===== config.mk =====
export PLATFORM = sky130hd
export DESIGN_NAME = systolic_feed_ctrl
export DESIGN_NICKNAME = d
export VERILOG_FILES = /design/src/rtl/systolic_feed_ctrl.sv
export SDC_FILE = /design/constraint.sdc
export NUM_CORES = 1
export LEC_CHECK = 0
export CORE_MARGIN = 4
export CORE_UTILIZATION = 26
export DETAILED_ROUTE_END_ITERATION = 10
export PLACE_DENSITY = 0.59
export SYNTH_ARGS = -nofsm -noshare
export SYNTH_HDL_FRONTEND = slang
export SYNTH_SLANG_ARGS = --single-unit
export TNS_END_PERCENT = 30

===== constraint.sdc =====
create_clock -name clk_i -period 4.3 [get_ports clk_i]
set_input_delay 0.86 -clock clk_i [delete_from_list [all_inputs] [get_ports clk_i]]
set_output_delay 0.86 -clock clk_i [all_outputs]
set_load 0.01 [all_outputs]

===== src/rtl/systolic_feed_ctrl.sv =====
// Operand-feed sequencer for an N x M systolic array: skewed row/column enables
// over F = K+max(N,M)-1 feed beats, then N+M-1 drain beats, then a done pulse.
module systolic_feed_ctrl #(
    parameter int N   = 2,
    parameter int M   = 2,
    parameter int K   = 4,
    parameter int GAP = 1
) (
    input  logic         clk_i,
    input  logic         rst_ni,
    input  logic         start_i,
    input  logic         stall_i,
    input  logic         abort_i,
    input  logic         auto_i,
    output logic         load_o,
    output logic [N-1:0] a_start_en_o,
    output logic [M-1:0] b_start_en_o,
    output logic         busy_o,
    output logic         done_o
);

    localparam int MAX_NM = (N > M) ? N : M;
    localparam int F      = K + MAX_NM - 1;
    localparam int D      = N + M - 1;
    localparam int BW     = $clog2(F + D + 1);
    localparam int GW     = (GAP > 0) ? $clog2(GAP + 1) : 1;

    localparam logic [BW-1:0] LAST_BEAT = BW'(F + D - 1);
    localparam logic [BW-1:0] FEED_END  = BW'(F);
    localparam logic [GW-1:0] GAP_INIT  = GW'(GAP);

    typedef enum logic [1:0] {
        S_IDLE,
        S_WAIT,
        S_LOAD,
        S_DONE
    } state_t;

    state_t          state_q, state_d;
    state_t          beat_entry;
    logic [BW-1:0]   beat_q, beat_d;
    logic [GW-1:0]   gap_q, gap_d;
    logic [31:0]     beat_w;
    logic            feed;

    // With no pacing gap every beat goes straight back into LOAD.
    assign beat_entry = (GAP == 0) ? S_LOAD : S_WAIT;

    always_ff @(posedge clk_i or negedge rst_ni) begin
        if (!rst_ni) begin
            state_q <= S_IDLE;
            beat_q  <= '0;
            gap_q   <= '0;
        end else begin
            state_q <= state_d;
            beat_q  <= beat_d;
            gap_q   <= gap_d;
        end
    end

    always_comb begin
        state_d = state_q;
        beat_d  = beat_q;
        gap_d   = gap_q;
        case (state_q)
            S_IDLE: begin
                if (start_i) begin
                    state_d = beat_entry;
                    beat_d  = '0;
                    gap_d   = GAP_INIT;
                end
            end
            S_WAIT: begin
                gap_d = gap_q - GW'(1);
                if (gap_q <= GW'(1)) begin
                    state_d = S_LOAD;
                    gap_d   = '0;
                end
            end
            S_LOAD: begin
                if (!stall_i) begin
                    if (beat_q == LAST_BEAT) begin
                        state_d = S_DONE;
                        beat_d  = '0;
                    end else begin
                        state_d = beat_entry;
                        beat_d  = beat_q + BW'(1);
                        gap_d   = GAP_INIT;
                    end
                end
            end
            S_DONE: begin
                if (auto_i) begin
                    state_d = beat_entry;
                    beat_d  = '0;
                    gap_d   = GAP_INIT;
                end else begin
                    state_d = S_IDLE;
                end
            end
            default: state_d = S_IDLE;
        endcase
        // Cancel wins over stall, auto-restart and beat completion alike.
        if (abort_i && (state_q != S_IDLE)) begin
            state_d = S_IDLE;
            beat_d  = '0;
            gap_d   = '0;
        end
    end

    assign load_o = (state_q == S_LOAD) && !stall_i && !abort_i;
    assign busy_o = (state_q != S_IDLE);
    assign done_o = (state_q == S_DONE);
    assign beat_w = 32'(beat_q);
    assign feed   = load_o && (beat_q < FEED_END);

    // Row i / column j is live for K beats starting at beat i / j (the skew).
    always_comb begin
        a_start_en_o = '0;
        for (int i = 0; i < N; i++) begin
            a_start_en_o[i] = feed && (beat_w >= 32'(i)) && (beat_w < 32'(i + K));
        end
    end

    always_comb begin
        b_start_en_o = '0;
        for (int j = 0; j < M; j++) begin
            b_start_en_o[j] = feed && (beat_w >= 32'(j)) && (beat_w < 32'(j + K));
        end
    end

endmodule

==> impl_metrics.env <==
export IMPL_relSlewSlack_pct=77.4
export IMPL_ant_nets=0
export IMPL_hold_violations=0
export IMPL_area_delta_synth_final_pct=32.7
export IMPL_wire_per_inst_um=9.90
export IMPL_worstPathArrival_ns=2.78
export IMPL_grt_usage_pct=7.75
export IMPL_start_util_pct=27.2
export IMPL_io_buffers=12
export IMPL_cts_root_buf="clkbuf_4"
export IMPL_setup_violations=0
export IMPL_antennaDiodeCount=0
export IMPL_core_area_um2=1730
export IMPL_synth_warnings=0
export IMPL_p_leak_nw=0.258
export IMPL_synthArstFlopShare_pct=100
export IMPL_viasPerCell=4.25
export IMPL_path_buf_inv=2
export IMPL_clk_latency_ns=0.23
export IMPL_path_common_cell="clkdlybuf4s50_1"
export IMPL_ys_seq_area_share_pct=31.9
export IMPL_num_rows=15
export IMPL_synth_area_per_cell_um2=9.22
export IMPL_hp_class="flop to flop"
export IMPL_hpwl_um=744
export IMPL_path_clk_slew_ns=0.04
export IMPL_firstDrtPassIters=4
export IMPL_critPathRequiredTime_ns=3.44
export IMPL_synthesis_nets=60
export IMPL_final_common_cell="clkdlybuf4s50_1"
export IMPL_syn_cell_area_um2=470
export IMPL_fin_cells=88
export IMPL_totalWireLength_um=871
export IMPL_ys_ff_latch=6
export IMPL_synth_main_ff_cell="dfrtp_1"
export IMPL_drcViolationCount=0
export IMPL_tns_ns=0
export IMPL_grt_pass1_wl_mm=1.47
export IMPL_cts_setup_buffers=0
export IMPL_dieArea_um2=2550
export IMPL_antenna_found_initial=0
export IMPL_critPathSlowestCell="clkdlybuf4s50_1"
export IMPL_placedCellCount=85
export IMPL_drive_gt1_share_pct=17.5
export IMPL_grt_pass1_vias=357
export IMPL_drt_iter0_markers=5
export IMPL_grt_max_degree=12
export IMPL_clockBufferDepth=2
export IMPL_rsz0062_at_grt="no"
export IMPL_crit_path_end_kind="output port"
export IMPL_crit_family="buffers and inverters"
export IMPL_skew_ns=0.0000525
export IMPL_htree_num_levels=1
export IMPL_gr_total_overflow=0
export IMPL_synth_edf_count=0
export IMPL_period_share_pct=84.7
export IMPL_pin_count=13
export IMPL_holdWs_ns=0.576
export IMPL_cts_resized=0
export IMPL_place_gp_congestion=0.793
export IMPL_worst_setup_path_start_kind="input pin"
export IMPL_cts_tree="built"
export IMPL_path_class="input pin to output port"
export IMPL_synthDistinctLibCells=31
export IMPL_fp_dieW_um=50.5
export IMPL_cts_inserted_buffers=3
export IMPL_vias=374
export IMPL_p_per_area_nw_per_um2=250
export IMPL_drv_cap=0
export IMPL_cts_sinks=6
export IMPL_tightest_slew_ns=0.338
export IMPL_hold_buffers=0
export IMPL_cpPeakStageDelay_ns=0.60
export IMPL_die_y_um=50.5
export IMPL_path_cells="clkdlybuf4s50_1 -> nand2b_2 -> or3_4 -> a2111oi_2 -> clkdlybuf4s50_1"
export IMPL_postSynthCellCount=51
export IMPL_fin_crit_ns=3.64
export IMPL_slew_violations=0
export IMPL_final_cell_mix="clkdlybuf4s50_1, dfrtp_1, inv_1"
export IMPL_status="complete, no violations"
export IMPL_fmax_mhz=275
export IMPL_ir_drop_v=0.000146
export IMPL_cp_max_fo=5
export IMPL_fin_nets=74
[cells by family after synthesis]
family	share of synthesized area (%)
AND/OR/NAND/NOR	27.7
multiplexers	4.26
flip-flops	31.9
adder cells (fa/ha/maj)	7.98
AO/OA/AOI/OAI	18.1
buffers and inverters	10.1
[cells in the mapped netlist, types with 2 or more instances]
cell type / count / area [um^2]
mux2i_1: 2 / 20.0
dfrtp_1: 6 / 150
ha_1: 3 / 37.5
buf_4: 2 / 15.0
a31oi_1: 2 / 12.5
nor3_1: 2 / 10.0
o21ai_0: 2 / 10.0
inv_1: 5 / 18.8
nand2_1: 4 / 15.0
nor2_1: 2 / 7.51
[registers in the layout (all words and copies together) (netlist names)]
name	cells
state_q	2
beat_q	4
[routing by layer]
metal	GRT usage, %	routed length (um)	part of all wire, %
met1	10.7	457	52
met5	0	0	0
met4	6.73	0	0
met2	10.4	382	44
met3	0.890	31	3.6
[report_power, final]
part	total [mW]	switching, mW	leakage (nW)	internal (mW)
combinational	0.0406	0.0175	0.163	0.0231
sequential	0.0677	0.00745	0.0816	0.0602
clock	0.0478	0.0165	0.0138	0.0313
[worst paths after layout]
| check | from | end | slack [ns] | depth (start not counted) |
|---|---|---|---|---|
| worst max-delay path | abort_i | a_start_en_o[1] | 0.66 | 5 |
| worst min-delay path | beat_q[3] | beat_q[3] | 0.58 | 1 |
| worst max register to register | state_q[0] | beat_q[1] | 2.92 | 3 |
| worst min register to register | beat_q[3] | beat_q[3] | 0.58 | 1 |
| max in group asynchronous | rst_ni | beat_q[1] | 3.24 | 1 |
| min in group asynchronous | rst_ni | state_q[0] | 0.86 | 1 |
[metrics by stage]
step	area, um^2	total power, mW	utilization [%]	setup WS (ns)
6_report	624	0.156	36.2	0.658
5_1_grt	624	0.166	36.2	0.514
4_1_cts	624	0.160	36.2	0.653
3_5_place_dp	602	0.110	34.9	0.654
3_3_place_gp	602	0.109	34.9	0.672
2_1_floorplan	470	0.0923	-	1.47
[final cells by class]
cell class / count / area, um^2
fill: 196 / 1100
multi-input combinational: 36 / 273
sequential: 6 / 150
timing repair buffer: 12 / 120
tap: 25 / 31.3
inverter: 6 / 27.5
clock buffer: 3 / 22.5
Power figures use the tool's default switching activity.
